--- src/rtl/sequenciador_medida_pkg.sv ---
// Shared definitions for the DHT11 measurement scheduler: state encoding,
// reply frame layout and counter sizing.
package sequenciador_medida_pkg;

    typedef enum logic [3:0] {
        INICIAL  = 4'd0,
        ESPERA   = 4'd1,
        PULSO    = 4'd2,
        RECEBE   = 4'd3,
        ATUALIZA = 4'd4,
        FALHA    = 4'd5
    } estado_t;

    localparam int BYTES_QUADRO = 4;

    localparam logic [1:0] IDX_TEMP_LO = 2'd0;
    localparam logic [1:0] IDX_TEMP_HI = 2'd1;
    localparam logic [1:0] IDX_UMID_LO = 2'd2;
    localparam logic [1:0] IDX_UMID_HI = 2'd3;

    // Width of a counter holding 0..m-1, never narrower than one bit.
    function automatic int largura_contador(input int m);
        return (m > 1) ? $clog2(m) : 1;
    endfunction

endpackage

--- src/rtl/contador_m.sv ---
// Generic modulo-M counter with synchronous clear, count enable and a flag
// that is high while the count sits at its last value (M-1).
module contador_m
    import sequenciador_medida_pkg::*;
#(
    parameter int M = 10,
    parameter int W = largura_contador(M)
) (
    input  logic clock,
    input  logic reset,
    input  logic limpa,
    input  logic conta,
    output logic fim
);

    logic [W-1:0] valor_r;

    // Count register; clear has priority over enable.
    always_ff @(posedge clock or posedge reset) begin
        if (reset) begin
            valor_r <= '0;
        end else if (limpa) begin
            valor_r <= '0;
        end else if (conta) begin
            if (valor_r == W'(M - 1)) begin
                valor_r <= '0;
            end else begin
                valor_r <= valor_r + W'(1);
            end
        end else begin
            valor_r <= valor_r;
        end
    end

    assign fim = (valor_r == W'(M - 1));

endmodule

--- src/rtl/sequenciador_medida.sv ---
// Periodic DHT11 measurement scheduler: triggers the sensor, gathers the
// 4-byte UART reply, retries on error/timeout and publishes results atomically.
module sequenciador_medida
    import sequenciador_medida_pkg::*;
#(
    parameter int PERIODO_AMOSTRA = 100_000_000,
    parameter int TIMEOUT         = 500_000,
    parameter int LARGURA_PULSO   = 50,
    parameter int MAX_TENTATIVAS  = 3
) (
    input  logic        clock,
    input  logic        reset,
    input  logic        habilita,
    input  logic        medir_agora,
    input  logic [7:0]  rx_dado,
    input  logic        rx_pronto,
    input  logic        rx_erro_paridade,
    output logic        medir_dht11,
    output logic [15:0] temperatura,
    output logic [15:0] umidade,
    output logic        medida_valida,
    output logic        erro_medida,
    output logic        ocupado,
    output logic [3:0]  db_estado
);

    localparam int WT = largura_contador(MAX_TENTATIVAS + 1);

    estado_t        estado_r;
    estado_t        estado_prox_s;
    logic           fim_periodo_s;
    logic           fim_pulso_s;
    logic           fim_timeout_s;
    logic           aceita_s;
    logic           ultimo_s;
    logic           aborta_s;
    logic           esgotou_s;
    logic [1:0]     indice_r;
    logic [WT-1:0]  tentativa_r;
    logic [15:0]    sombra_temp_r;
    logic [7:0]     sombra_umid_lo_r;
    logic           medir_dht11_r;
    logic [15:0]    temperatura_r;
    logic [15:0]    umidade_r;
    logic           medida_valida_r;
    logic           erro_medida_r;
    logic           ocupado_r;

    contador_m #(.M(PERIODO_AMOSTRA)) u_periodo (
        .clock (clock),
        .reset (reset),
        .limpa (estado_r != ESPERA),
        .conta (estado_r == ESPERA),
        .fim   (fim_periodo_s)
    );

    contador_m #(.M(LARGURA_PULSO)) u_pulso (
        .clock (clock),
        .reset (reset),
        .limpa (estado_r != PULSO),
        .conta (estado_r == PULSO),
        .fim   (fim_pulso_s)
    );

    contador_m #(.M(TIMEOUT)) u_timeout (
        .clock (clock),
        .reset (reset),
        .limpa (estado_r != RECEBE),
        .conta (estado_r == RECEBE),
        .fim   (fim_timeout_s)
    );

    // Byte acceptance, abort detection and next-state selection.
    always_comb begin
        estado_prox_s = estado_r;
        aceita_s      = (estado_r == RECEBE) && rx_pronto && !rx_erro_paridade;
        ultimo_s      = aceita_s && (indice_r == IDX_UMID_HI);
        // A completed frame beats a timeout landing on the same cycle.
        aborta_s      = (estado_r == RECEBE) && !ultimo_s &&
                        ((rx_pronto && rx_erro_paridade) || fim_timeout_s);
        esgotou_s     = (32'(tentativa_r) + 32'd1) >= 32'(MAX_TENTATIVAS);
        if (!habilita) begin
            estado_prox_s = INICIAL;
        end else begin
            case (estado_r)
                INICIAL:  estado_prox_s = PULSO;
                ESPERA: begin
                    if (medir_agora || fim_periodo_s) begin
                        estado_prox_s = PULSO;
                    end else begin
                        estado_prox_s = ESPERA;
                    end
                end
                PULSO: begin
                    if (fim_pulso_s) begin
                        estado_prox_s = RECEBE;
                    end else begin
                        estado_prox_s = PULSO;
                    end
                end
                RECEBE: begin
                    if (ultimo_s) begin
                        estado_prox_s = ATUALIZA;
                    end else if (aborta_s) begin
                        estado_prox_s = esgotou_s ? FALHA : PULSO;
                    end else begin
                        estado_prox_s = RECEBE;
                    end
                end
                ATUALIZA: estado_prox_s = ESPERA;
                FALHA:    estado_prox_s = ESPERA;
                default:  estado_prox_s = INICIAL;
            endcase
        end
    end

    // State register.
    always_ff @(posedge clock or posedge reset) begin
        if (reset) begin
            estado_r <= INICIAL;
        end else begin
            estado_r <= estado_prox_s;
        end
    end

    // Byte index within the frame and attempt counter.
    always_ff @(posedge clock or posedge reset) begin
        if (reset) begin
            indice_r    <= 2'd0;
            tentativa_r <= '0;
        end else begin
            if (estado_r != RECEBE) begin
                indice_r <= 2'd0;
            end else if (aceita_s) begin
                indice_r <= indice_r + 2'd1;
            end else begin
                indice_r <= indice_r;
            end
            if (!habilita || (estado_r == ATUALIZA) || (estado_r == FALHA)) begin
                tentativa_r <= '0;
            end else if (aborta_s && !esgotou_s) begin
                tentativa_r <= tentativa_r + WT'(1);
            end else begin
                tentativa_r <= tentativa_r;
            end
        end
    end

    // Shadow bytes; the last byte goes straight to the published word.
    always_ff @(posedge clock or posedge reset) begin
        if (reset) begin
            sombra_temp_r    <= 16'h0000;
            sombra_umid_lo_r <= 8'h00;
        end else if (aceita_s) begin
            case (indice_r)
                IDX_TEMP_LO: sombra_temp_r[7:0]  <= rx_dado;
                IDX_TEMP_HI: sombra_temp_r[15:8] <= rx_dado;
                IDX_UMID_LO: sombra_umid_lo_r    <= rx_dado;
                default:     sombra_umid_lo_r    <= sombra_umid_lo_r;
            endcase
        end else begin
            sombra_temp_r    <= sombra_temp_r;
            sombra_umid_lo_r <= sombra_umid_lo_r;
        end
    end

    // Registered outputs decoded from the state being entered.
    always_ff @(posedge clock or posedge reset) begin
        if (reset) begin
            medir_dht11_r   <= 1'b0;
            ocupado_r       <= 1'b0;
            medida_valida_r <= 1'b0;
            temperatura_r   <= 16'h0000;
            umidade_r       <= 16'h0000;
            erro_medida_r   <= 1'b0;
        end else begin
            medir_dht11_r   <= (estado_prox_s == PULSO);
            ocupado_r       <= (estado_prox_s == PULSO) || (estado_prox_s == RECEBE) ||
                               (estado_prox_s == ATUALIZA);
            medida_valida_r <= (estado_prox_s == ATUALIZA);
            if (estado_prox_s == ATUALIZA) begin
                temperatura_r <= sombra_temp_r;
                umidade_r     <= {rx_dado, sombra_umid_lo_r};
                erro_medida_r <= 1'b0;
            end else if (estado_prox_s == FALHA) begin
                temperatura_r <= temperatura_r;
                umidade_r     <= umidade_r;
                erro_medida_r <= 1'b1;
            end else begin
                temperatura_r <= temperatura_r;
                umidade_r     <= umidade_r;
                erro_medida_r <= erro_medida_r;
            end
        end
    end

    assign medir_dht11   = medir_dht11_r;
    assign temperatura   = temperatura_r;
    assign umidade       = umidade_r;
    assign medida_valida = medida_valida_r;
    assign erro_medida   = erro_medida_r;
    assign ocupado       = ocupado_r;
    assign db_estado     = estado_r;

endmodule

--- config.mk ---
export PLATFORM = sky130hd
export DESIGN_NAME = sequenciador_medida
export DESIGN_NICKNAME = d
export VERILOG_FILES = /design/src/rtl/sequenciador_medida_pkg.sv /design/src/rtl/contador_m.sv /design/src/rtl/sequenciador_medida.sv
export SDC_FILE = /design/constraint.sdc
export NUM_CORES = 1
export LEC_CHECK = 0
export BUFFER_PORTS_ARGS = -buffer_cell sky130_fd_sc_hd__buf_2
export CAP_MARGIN = 20
export CORE_ASPECT_RATIO = 1.4
export CORE_UTILIZATION = 40
export DETAILED_ROUTE_END_ITERATION = 6
export SLEW_MARGIN = 20
export SYNTH_ARGS = -nofsm -noshare
export SYNTH_HDL_FRONTEND = slang
export SYNTH_SLANG_ARGS = --single-unit
--- constraint.sdc ---
create_clock -name clock -period 12.2 [get_ports clock]
set_input_delay 2.44 -clock clock [delete_from_list [all_inputs] [get_ports clock]]
set_output_delay 2.44 -clock clock [all_outputs]
set_load 0.01 [all_outputs]
=== Yosys cells after proc, flatten, opt, wreduce, memory -nomap -nowiden ===
Index checks and enable logic that the tools add are counted.

* $add $sub $neg: 6
* Magnitude comparators: 1
* Eq/ne operators: 18
* Muxes and demuxes: 22
* Reductions and logical operators: 29

{| class="wikitable"
|+ Operator list
! cell !! number
|-
| 2-to-1 mux 27 bit || 3
|-
| 2-to-1 mux 19 bit || 3
|-
| adder 27 x 1 -> 27 bit, second input constant || 1
|-
| == test 27 bit, second input constant || 1
|-
| adder 19 x 1 -> 19 bit, second input constant || 1
|-
| == test 19 bit, second input constant || 1
|-
| 2-to-1 mux 6 bit || 3
|-
| == test 4 x 2 -> 1 bit, second input constant || 4
|-
| == test 4 x 3 -> 1 bit, second input constant || 4
|-
| one-hot mux 3 bit (5 select lines) || 1
|-
| 2-to-1 mux 3 bit || 4
|-
| nonzero test 2 bit || 6
|-
| 2-to-1 mux 2 bit || 5
|-
| != test 4 x 2 -> 1 bit, second input constant || 2
|-
| logical AND 1 bit || 7
|-
| adder 6 x 1 -> 6 bit, second input constant || 1
|-
| == test 6 bit, second input constant || 1
|-
| logical OR 1 bit || 6
|-
| AND reduction 2 bit || 3
|-
| adder 2 x 1 -> 2 bit, second input constant || 2
|-
| == test 2 bit, second input constant || 2
|-
| == test 4 x 1 -> 1 bit, second input constant || 1
|-
| zero test 1 bit || 4
|-
| zero test 4 bit || 1
|-
| 7 further kinds || 9
|}

* Bits in registers: 120
* Bits of input ports: 14
* Output and inout port bits: 40
* Word-level logic and storage cells: 91

=== Depth between registers and ports, before layout ===
Gate-level depths: netlist of the first run.

* Depth after elaboration: 14
* Gate-level depth with buffers: 8

=== Cells and area by module ===
Synthesis of the first run repeated with hierarchy kept, for this count alone.

* Cell total of the unflattened synthesis: 494
* Area, all modules: 5783.0 µm²

{| class="wikitable"
|+ Modules (own cells, without submodules)
! module !! times used !! cells an instance !! area each (µm²) !! sequential area each (µm²)
|-
| sequenciador_medida || 1 || 185 || 2835.2 || 1676.6
|-
| contador_m (u_periodo) || 1 || 150 || 1486.4 || 675.6
|-
| contador_m (u_timeout) || 1 || 117 || 1061.0 || 475.5
|-
| contador_m (u_pulso) || 1 || 42 || 400.4 || 150.1
|}

=== Worst setup path before layout of the first run ===
OpenSTA, ideal clock, no wires.

* Kind: input-to-reg
* Start: input port rx_erro_paridade
* End: register temperatura_r[0] (netlist: temperatura[0])
* Setup time: 0.125 ns
* Data arrival time: 3.870 ns
* Data required time: 12.075 ns
* Path slack: 8.205 ns
* Cell stages on the path: 6
* Path through: or3b_2 > a21boi_0 > a31o_2 > nand4_4 > buf_6 > mux2_4

* Longest elaborated chain between the ends: 11
* Elaborated cells on any way between the ends: 13

{| class="wikitable"
|+ Ends and longest elaborated chain
! element !! RTL line !! text
|-
| start: declaration || sequenciador_medida.sv:17 || <nowiki>input logic rx_erro_paridade,</nowiki>
|-
| zero test 1 bit || sequenciador_medida.sv:76 || <nowiki>aceita_s = (estado_r == RECEBE) && rx_pronto && !rx_erro_paridade;</nowiki>
|-
| logical AND 1 bit || sequenciador_medida.sv:76 ||
|-
| logical AND 1 bit || sequenciador_medida.sv:77 || <nowiki>ultimo_s = aceita_s && (indice_r == IDX_UMID_HI);</nowiki>
|-
| zero test 1 bit || sequenciador_medida.sv:79 || <nowiki>aborta_s = (estado_r == RECEBE) && !ultimo_s &&</nowiki>
|-
| logical AND 1 bit (2 in a row) || sequenciador_medida.sv:79 ||
|-
| 2-to-1 mux 3 bit || sequenciador_medida.sv:104 || <nowiki>end else if (aborta_s) begin</nowiki>
|-
| 2-to-1 mux 3 bit (*) || sequenciador_medida.sv:102 || <nowiki>if (ultimo_s) begin</nowiki>
|-
| one-hot mux 3 bit (5 select lines) (*) || sequenciador_medida.sv:85 || <nowiki>case (estado_r)</nowiki>
|-
| 2-to-1 mux 3 bit (*) || sequenciador_medida.sv:82 || <nowiki>if (!habilita) begin</nowiki>
|-
| == test 4 x 3 -> 1 bit (*) || sequenciador_medida.sv:181 || <nowiki>if (estado_prox_s == ATUALIZA) begin</nowiki>
|-
| end signal: assignment || sequenciador_medida.sv:182 || <nowiki>temperatura_r <= sombra_temp_r;</nowiki>
|-
| end signal: assignment || sequenciador_medida.sv:186 || <nowiki>temperatura_r <= temperatura_r;</nowiki>
|-
| end signal: assignment || sequenciador_medida.sv:190 || <nowiki>temperatura_r <= temperatura_r;</nowiki>
|-
| end: declaration || sequenciador_medida.sv:43 || <nowiki>logic [15:0] temperatura_r;</nowiki>
|}

Mark *: on every way between the ends. The rest lies on a longest branch, timed or not.
A chain may end at the register's enable or synchronous reset.

=== Worst setup path after layout of the first run ===
* Start: input port rx_erro_paridade
* End: register temperatura_r[9] (netlist: temperatura[9])

The elaborated chain is that of the path after synthesis.

==> results.yml, run 1 <==
die:
  die_w_um: 100
  die_y_um: 139
  start_util_pct: 41.4
  io_pins: 54
  design.core.area_sq_mm: 0.0130
  rows: 49
  die_area_sq_mm: 0.0139
power_and_ir_drop:
  power_density_mw_per_mm2: 144
  ir_drop_mv: 0.0858
  p_leak_nw: 3.10
  p_total_w: 0.000924
setup_path:
  critPathTopFamily: "simple AND/OR/NAND/NOR gates"
  cp-start-kind: "input port"
  crit_buf_inv: 1
  path_class: "in2reg"
  worst-endpoint-arrival_ps: 4680
  worstPathCellList: "buf_2 -> or3b_2 -> a21boi_0 -> a31o_2 -> nand4_4 -> mux2_1"
  cp_max_fo: 35
  required_ps: 12490
  cp-end-kind: "flop"
  crit_slowest_cell: "nand4_4"
  max_stage_delay_ps: 680
grt:
  antenna_found_initial: 1
  grtUsageTotal_pct: 16.4
  grt_first_pass_wirelength_mm: 17.9
  grt_max_degree: 69
  overflow: 0
  grt_pass1_vias: 3675
clock_network:
  cts.reportedPaths.clkPinSlew_ps: 60
  cts_resized: 0
  hold_buffers: 0
  clock_latency_ps: 410
  cts_tree: "yes"
  post-cts-setup-buffers: 0
  h-tree-depth: 4
  cts_inserted_buffers: 17
  cts.sinks: 119
  clockBufferDepth: 2
  clockRootBuffer: "clkbuf_16"
synthesis:
  seq_area_frac_synth_pct: 55.3
  synth_largest_area_cell: "dfrtp_1"
  netlist_area_sq_mm: 0.00539
  synth_top_area_share_pct: 55.3
  synthTopCellsByCount: "dfrtp_1 (119), nor2_1 (66), xor2_1 (28), mux2_4 (27), mux2_2 (26)"
  postSynthCellCount: 447
  yosysMostFrequentCell: "dfrtp_1"
  synth.avg_cell_area_sq_um: 12.0
  synth.top_cells.by_area: "dfrtp_1 (55%), mux2_4 (7.5%), mux2_2 (5.4%)"
  synth_edf_count: 0
  synthXorXnorAreaFrac_pct: 7.64
  synth_top_family_by_area: "simple AND/OR/NAND/NOR gates"
  async_flop_share_pct: 100
  synth_nets: 471
  ys_seq_elements: 119
  ys_types: 47
  ys.flop_type: "dfrtp_1"
  synth_fa_ha_area_share_pct: 2.32
  muxShareOfSynthArea_pct: 13.6
  yosysWarnings: 0
  synth-compound-area-share_pct: 2.49
  synth-simple-area-share_pct: 16.4
layout:
  n_antenna_cell: 0
  drive_gt1_share_pct: 28.6
  area_delta_synth_final_pct: 19.4
  nets: 532
  final.fill_count: 1185
sta:
  skew_ps: 5.92
  tightest_slew_ps: 1020
  clock.fmax_mhz: 228
  slew_violations: 0
  fin_setup_tns_ps: 0
  fin_crit_ps: 4390
  finalCritPeriodShare_pct: 36.0
  setup_viol_count_final: 0
  relSlewSlack_pct: 32.2
  grt_setup_unrepaired: "false"
  hold_viol_final: 0
drt:
  routed_via_density: 4.99
  drtIter0Drc: 110
  drcViolationCount: 0
  ant_nets: 0
  wirelength_mm: 10.2
  wl_per_cell_um: 14.7
  num_vias: 3488
  firstDrtPassIters: 4
job:
  maxCapViolations: 0
placement:
  hpwl_mm: 7.01
  place_congestion: 0.768
  portBuffers: 52
run_status:
  status: "completed"
worst_hold_path:
  hp-class: "reg2reg"
-- power breakdown --
part	switching (W)	total, W	internal [W]	leakage, nW
clock	0.000181	0.000508	0.000327	0.285
combinational	0.0000136	0.0000183	0.00000470	1.16
sequential	0.00000122	0.000398	0.000396	1.65
-- layer usage --
metal  routed length (um)  global-route usage [%]  share of wire [%]  vias up
met4                  192                    6.94                1.9        2
met1                 4340                    19.2                 42     1730
met5                   13                       0               0.13        -
met3                  436                    5.07                4.3       19
met2                 5260                    27.8                 51       73
li1                     -                       -                  -     1664
-- metrics by stage --
stage | instances | utilization, % | cell area, sq um | setup slack, ps | hold WS [ps]
after floorplan | 447 | - | 5390 | 6600 | 452
after global placement | 667 | 44.7 | 5810 | 7430 | 462
after detailed placement | 667 | 44.8 | 5820 | 7400 | 467
after CTS | 699 | 49.5 | 6430 | 7820 | 481
after global routing | 699 | 49.5 | 6430 | 7650 | 511
final | 699 | 49.5 | 6430 | 7810 | 481
-- sequential cells by signal, summed over array words and instances (netlist names) --
| name | count |
|---|---|
| u_periodo.valor_r | 27 |
| u_timeout.valor_r | 19 |
| sombra_temp_r | 16 |
| temperatura | 16 |
| umidade | 16 |
| sombra_umid_lo_r | 8 |
| u_pulso.valor_r | 6 |
| db_estado | 3 |
| indice_r | 2 |
| tentativa_r | 2 |
| erro_medida | 1 |
| medida_valida | 1 |
| medir_dht11 | 1 |
| ocupado | 1 |
-- final cells by class --
type | count | area (sq um) | area share (%)
multi-input combinational | 304 | 2300 | 35.7
sequential | 119 | 2980 | 46.3
clock inverter | 14 | 176 | 2.74
inverter | 13 | 51.3 | 0.798
timing repair buffer | 53 | 268 | 4.16
clock buffer | 18 | 439 | 6.83
tap | 178 | 223 | 3.46
-- cell usage in the layout, fill, tap and decap left out, types with 2 or more instances in the layout --
master / n
nor4bb_1: 2
ha_1: 10
nor2_1: 66
clkinv_4: 4
xor2_1: 28
a21boi_0: 2
a21oi_1: 3
nor3_1: 3
clkbuf_16: 17
o21ai_0: 5
nor4_1: 3
and2_1: 4
mux2_1: 3
inv_1: 11
buf_2: 52
nor4_2: 2
nand2_1: 22
dfrtp_1: 119
and3_1: 11
xnor2_1: 19
nand2b_1: 3
or4b_1: 2
mux2_4: 27
and4_1: 4
nand3_1: 21
a31o_2: 2
bufinv_16: 3
or3_1: 2
nor2b_1: 3
nand4_1: 15
clkinvlp_4: 5
mux2_2: 26
-- cell families (layout without fill, tap and decap cells) --
family          count (synthesis)  after routing
flops                         119            119
fa+ha+maj                      10             10
buf+inv                        24             98
xor+xnor                       47             47
mux                            56             56
compound gates                 20             20
other cells                     1              1
simple gates                  170            170
-- final timing paths --
check / start / endpoint / slack, ps / depth (start not counted)
max in group asynchronous: reset / u_periodo.valor_r[13]$_DFF_PP0_ / 8790 / 3
worst max register to register: u_timeout.valor_r[9]$_DFF_PP0_ / temperatura[9]$_DFFE_PP0P_ / 9200 / 5
worst min register to register: sombra_temp_r[11]$_DFFE_PP0P_ / temperatura[11]$_DFFE_PP0P_ / 480 / 1
worst max-delay path: rx_erro_paridade / temperatura[9]$_DFFE_PP0P_ / 7810 / 6
min in group asynchronous: reset / temperatura[7]$_DFFE_PP0P_ / 2130 / 2
worst min-delay path: sombra_temp_r[11]$_DFFE_PP0P_ / temperatura[11]$_DFFE_PP0P_ / 480 / 1
No activity file was read; power rests on OpenSTA's default activity.
==> run 2: changes to the inputs <==
clock period = 3.95 ns   (was 12.2 ns; I/O delays follow)
==> run 2 against run 1 <==
Worst hold slack gained 1.5 ps. First-iteration DRC count shrank 15%. Register-to-register slack got worse by 7800 ps. Clock skew is 4.5 ps higher. Highest routed layer is now met4.
==> results.yml, run 2 (synthesis results as in run 1) <==
run_status:
  status: "completed"
die:
  design.core.area_sq_mm: 0.0130
  rows: 49
  die_w_um: 100
  start_util_pct: 41.4
  io_pins: 54
  die_y_um: 139
  die_area_sq_mm: 0.0139
clock_network:
  cts.reportedPaths.clkPinSlew_ps: 60
  post-cts-setup-buffers: 0
  cts.sinks: 119
  hold_buffers: 0
  clockBufferDepth: 2
  clock_latency_ps: 410
  cts_tree: "yes"
  h-tree-depth: 4
  cts_inserted_buffers: 17
  clockRootBuffer: "clkbuf_16"
  cts_resized: 0
placement:
  place_inst: 669
  hpwl_mm: 6.97
  place_congestion: 0.796
  portBuffers: 52
grt:
  grt_first_pass_wirelength_mm: 17.2
  grt_max_degree: 56
  antenna_found_initial: 0
  grtUsageTotal_pct: 15.8
  overflow: 0
  grt_pass1_vias: 3593
layout:
  final.fill_count: 1174
  reg.largest.list: "u_periodo.valor_r x27, u_timeout.valor_r x19"
  largest_reg_flops: 27
  final_cell_mix: "dfrtp_1 (119), nor2_1 (66), buf_2 (52)"
  drive_gt1_share_pct: 28.9
  final_common_cell: "dfrtp_1"
  n_antenna_cell: 0
  largest-register: "u_periodo.valor_r"
  finalNonFillerCells: 701
  nets: 534
  area_delta_synth_final_pct: 20.0
setup_path:
  max_stage_delay_ps: 590
  cp-start-kind: "flop"
  path_class: "reg2reg"
  worstPathCellList: "or4b_1 -> nor4_4 -> a31o_2 -> nand4_4 -> buf_4 -> mux2_1"
  crit_buf_inv: 1
  crit_slowest_cell: "or4b_1"
  worst-endpoint-arrival_ps: 2810
  required_ps: 4230
  cp_max_fo: 35
  cp-end-kind: "flop"
  critPathTopFamily: "simple AND/OR/NAND/NOR gates"
drt:
  num_vias: 3470
  ant_nets: 0
  wirelength_mm: 10.1
  routed_via_density: 4.95
  drcViolationCount: 0
  wl_per_cell_um: 14.4
  drtIter0Drc: 94
  firstDrtPassIters: 4
sta:
  slew_violations: 0
  grt_setup_unrepaired: "false"
  fin_crit_ps: 2530
  relSlewSlack_pct: 30.7
  tightest_slew_ps: 1040
  setup_viol_count_final: 0
  fin_setup_tns_ps: 0
  clock.fmax_mhz: 396
  skew_ps: 10.4
  hold_viol_final: 0
  finalCritPeriodShare_pct: 64.0
power_and_ir_drop:
  p_leak_nw: 3.13
  p_int_w: 0.00229
  ir_drop_mv: 0.209
  combPwrFrac_pct: 1.9
  power_frac_clock_pct: 55.7
  power_density_mw_per_mm2: 449
  power.switching_w: 0.000608
  p_sw_share_pct: 21.0
  p_total_w: 0.00290
  pwr-share-seq_pct: 42.4
worst_hold_path:
  hp-class: "reg2reg"
job:
  maxCapViolations: 0
-- run 2: stage by stage --
stage	utilization, %	hold WS, ps	worst slack (ps)	cell area (sq um)
after floorplan	-	452	2.53	5390
after global placement	44.8	465	1280	5830
after detailed placement	44.9	470	1270	5830
after CTS	49.7	484	1410	6460
after global routing	49.7	502	1320	6460
final	49.7	482	1420	6460
-- run 2: final cells by class --
type | instances | area, sq um | share of cell area [%]
clock buffers | 20 | 467 | 7.22
well taps | 178 | 223 | 3.45
inverters | 13 | 51.3 | 0.794
repair buffers | 55 | 283 | 4.38
flip-flops and latches | 119 | 2980 | 46.1
multi-input cells | 304 | 2300 | 35.5
clock inverters | 12 | 164 | 2.54
-- run 2: final timing paths --
path | depth (start not counted) | slack, ps | to | from
max | 6 | 1420 | temperatura[9]$_DFFE_PP0P_ | u_timeout.valor_r[9]$_DFF_PP0_
min | 1 | 480 | temperatura[11]$_DFFE_PP0P_ | sombra_temp_r[11]$_DFFE_PP0P_
max reg2reg | 6 | 1420 | temperatura[9]$_DFFE_PP0P_ | u_timeout.valor_r[9]$_DFF_PP0_
min reg2reg | 1 | 480 | temperatura[11]$_DFFE_PP0P_ | sombra_temp_r[11]$_DFFE_PP0P_
max in group asynchronous | 3 | 2560 | u_periodo.valor_r[21]$_DFF_PP0_ | reset
min in group asynchronous | 2 | 490 | sombra_temp_r[11]$_DFFE_PP0P_ | reset
-- run 2: power groups by stage --
stage / logic (W) / clock network [W] / registers [W]
after global routing: 0.0000662 / 0.00171 / 0.00123
after global placement: 0.0000580 / 0 / 0.00125
final: 0.0000564 / 0.00161 / 0.00123
after floorplan: 0.0000327 / 0 / 0.00125
after detailed placement: 0.0000595 / 0 / 0.00125
after CTS: 0.0000595 / 0.00165 / 0.00123
-- run 2: routing by layer --
metal	routed length (um)	global-route usage, %
met1	4540	19.1
met2	5030	26.1
met3	333	4.37
met4	179	7.17
met5	0	0
==> run 3: changes to the inputs <==
clock period = 2.3 ns   (was 3.95 ns; I/O delays follow)
==> run 3 against run 2 <==
Flip-flop and latch count is the same. Clock power grew 93%. Combinational power grew 86%. Die area is the same. Register-to-register slack lost 1400 ps. Maximum frequency grew 11%. Worst hold slack lost 140 ps. Clock skew is essentially flat. Global-route usage grew 0.14 points. Sequential share of layout area shrank 1.9 points. First-iteration DRC count grew 64%. Critical endpoint is now umidade[11]$_DFFE_PP0P_. Largest cell class unchanged.
==> results.yml, run 3 (synthesis results as in run 1) <==
layout:
  area_delta_synth_final_pct: 25.2
  final_cell_mix: "dfrtp_1 (119), nor2_1 (66), buf_2 (52)"
  finalNonFillerCells: 721
  largest-register: "u_periodo.valor_r"
  drive_gt1_share_pct: 31.1
  final_common_cell: "dfrtp_1"
  n_antenna_cell: 0
  reg.largest.list: "u_periodo.valor_r x27, u_timeout.valor_r x19"
  nets: 554
  largest_reg_flops: 27
drt:
  wl_per_cell_um: 14.3
  met1_length_mm: 4.56
  maxUsedRoutingLayer: "met4"
  drtIter0Drc: 154
  wirelength_mm: 10.3
  firstDrtPassIters: 4
  wl_met3_um: 434
  dr_wl_met2_mm: 5.17
  ant_nets: 0
  routed_via_density: 4.90
  num_vias: 3532
  drcViolationCount: 0
sta:
  hold_viol_final: 0
  finalCritPeriodShare_pct: 99.0
  clock.fmax_mhz: 439
  grt_setup_unrepaired: "true"
  fin_setup_tns_ps: 0
  skew_ps: 10.6
  fin_ws_ps: 23.6
  setup_viol_count_final: 0
  fin_crit_ps: 2280
  slew_violations: 0
clock_network:
  cts_inserted_buffers: 17
  cts.sinks: 119
  cts_tree: "yes"
  h-tree-depth: 4
  clockBufferDepth: 2
  clockRootBuffer: "clkbuf_16"
  cts.reportedPaths.clkPinSlew_ps: 60
  clock_latency_ps: 410
die:
  design.core.area_sq_mm: 0.0130
  die_w_um: 100
  io_pins: 54
  rows: 49
  start_util_pct: 41.4
  die_y_um: 139
  die_area_sq_mm: 0.0139
grt:
  grt_pass1_vias: 3586
  grt_max_degree: 57
  overflow: 0
  antenna_found_initial: 0
  grt_first_pass_wirelength_mm: 17.3
  grtUsageTotal_pct: 16.0
setup_path:
  max_stage_delay_ps: 550
  required_ps: 2590
  cp_max_fo: 16
  cp-start-kind: "flop"
  crit_slowest_cell: "or4b_4"
  path_class: "reg2reg"
  worstPathCellList: "or4b_4 -> nor4_4 -> a31o_2 -> nand4_4 -> clkbuf_16 -> mux2_4"
  cp-end-kind: "flop"
  worst-endpoint-arrival_ps: 2570
placement:
  place_congestion: 0.748
  place_inst: 685
  hpwl_mm: 6.91
  portBuffers: 52
  place_ws_ps: 10.8
job:
  maxCapViolations: 0
worst_hold_path:
  hp-class: "in2reg"
power_and_ir_drop:
  ir_drop_mv: 0.471
  p_leak_nw: 3.29
  power_density_mw_per_mm2: 788
run_status:
  status: "completed"
## run 3: critical path: cells and delay by family, from the launching register on
kind,cells,cell delay (ps)
AO/OA/AOI/OAI,1,270
AND/OR/NAND/NOR,3,950
buffers and inverters,1,230
multiplexers,1,300
flip-flops,1,390
## run 3: layout make-up
type,count,area (sq um)
clock buffer,21,450
clock inverter,11,244
fill,1124,6260
inverter,13,52.6
multi-input combinational,304,2300
sequential,119,2980
tap,178,223
timing repair buffer,75,490
## run 3: final timing paths
kind	end	slack, ps	depth (start not counted)	start
setup / recovery	umidade[11]$_DFFE_PP0P_	20	6	u_timeout.valor_r[9]$_DFF_PP0_
hold / removal	umidade[13]$_DFFE_PP0P_	340	2	rx_dado[5]
setup reg to reg	umidade[11]$_DFFE_PP0P_	20	6	u_timeout.valor_r[9]$_DFF_PP0_
hold reg to reg	temperatura[11]$_DFFE_PP0P_	490	1	sombra_temp_r[11]$_DFFE_PP0P_
max in group asynchronous	temperatura[12]$_DFFE_PP0P_	1180	4	reset
min in group asynchronous	u_timeout.valor_r[11]$_DFF_PP0_	560	3	reset
## run 3: per-stage QoR
stage | power, W | utilization [%] | hold WS, ps | cell area, sq um
2_1_floorplan | 0.00220 | - | 452 | 5390
3_3_place_gp | 0.00225 | 46.0 | 438 | 5980
3_5_place_dp | 0.00225 | 46.0 | 445 | 5980
4_1_cts | 0.00538 | 51.5 | 320 | 6690
5_1_grt | 0.00550 | 51.9 | 332 | 6740
6_report | 0.00531 | 51.9 | 338 | 6740
## run 3: what timing repair did
item | CTS | global route
buffers inserted | 0 | 2
endpoints found under the setup margin | 1 | 32
gates resized for setup | 1 | 4
hold endpoints to repair | 1 | 0
hold buffers | 1 | 0
gates cloned | 0 | 1
## run 3: layer usage
metal	vias to the layer above	global-route usage, %
met5	-	0
met4	0	5.72
met3	14	5.83
met2	66	26.4
met1	1744	18.9
li1	1708	-
## run 3: report_power, final
group | internal [W] | total [W] | switching [W] | leakage, nW
registers | 0.00210 | 0.00211 | 0.00000599 | 1.65
logic | 0.0000330 | 0.000105 | 0.0000725 | 1.30
clock network | 0.00218 | 0.00310 | 0.000919 | 0.332
total | 0.00431 | 0.00531 | 0.000997 | 3.29
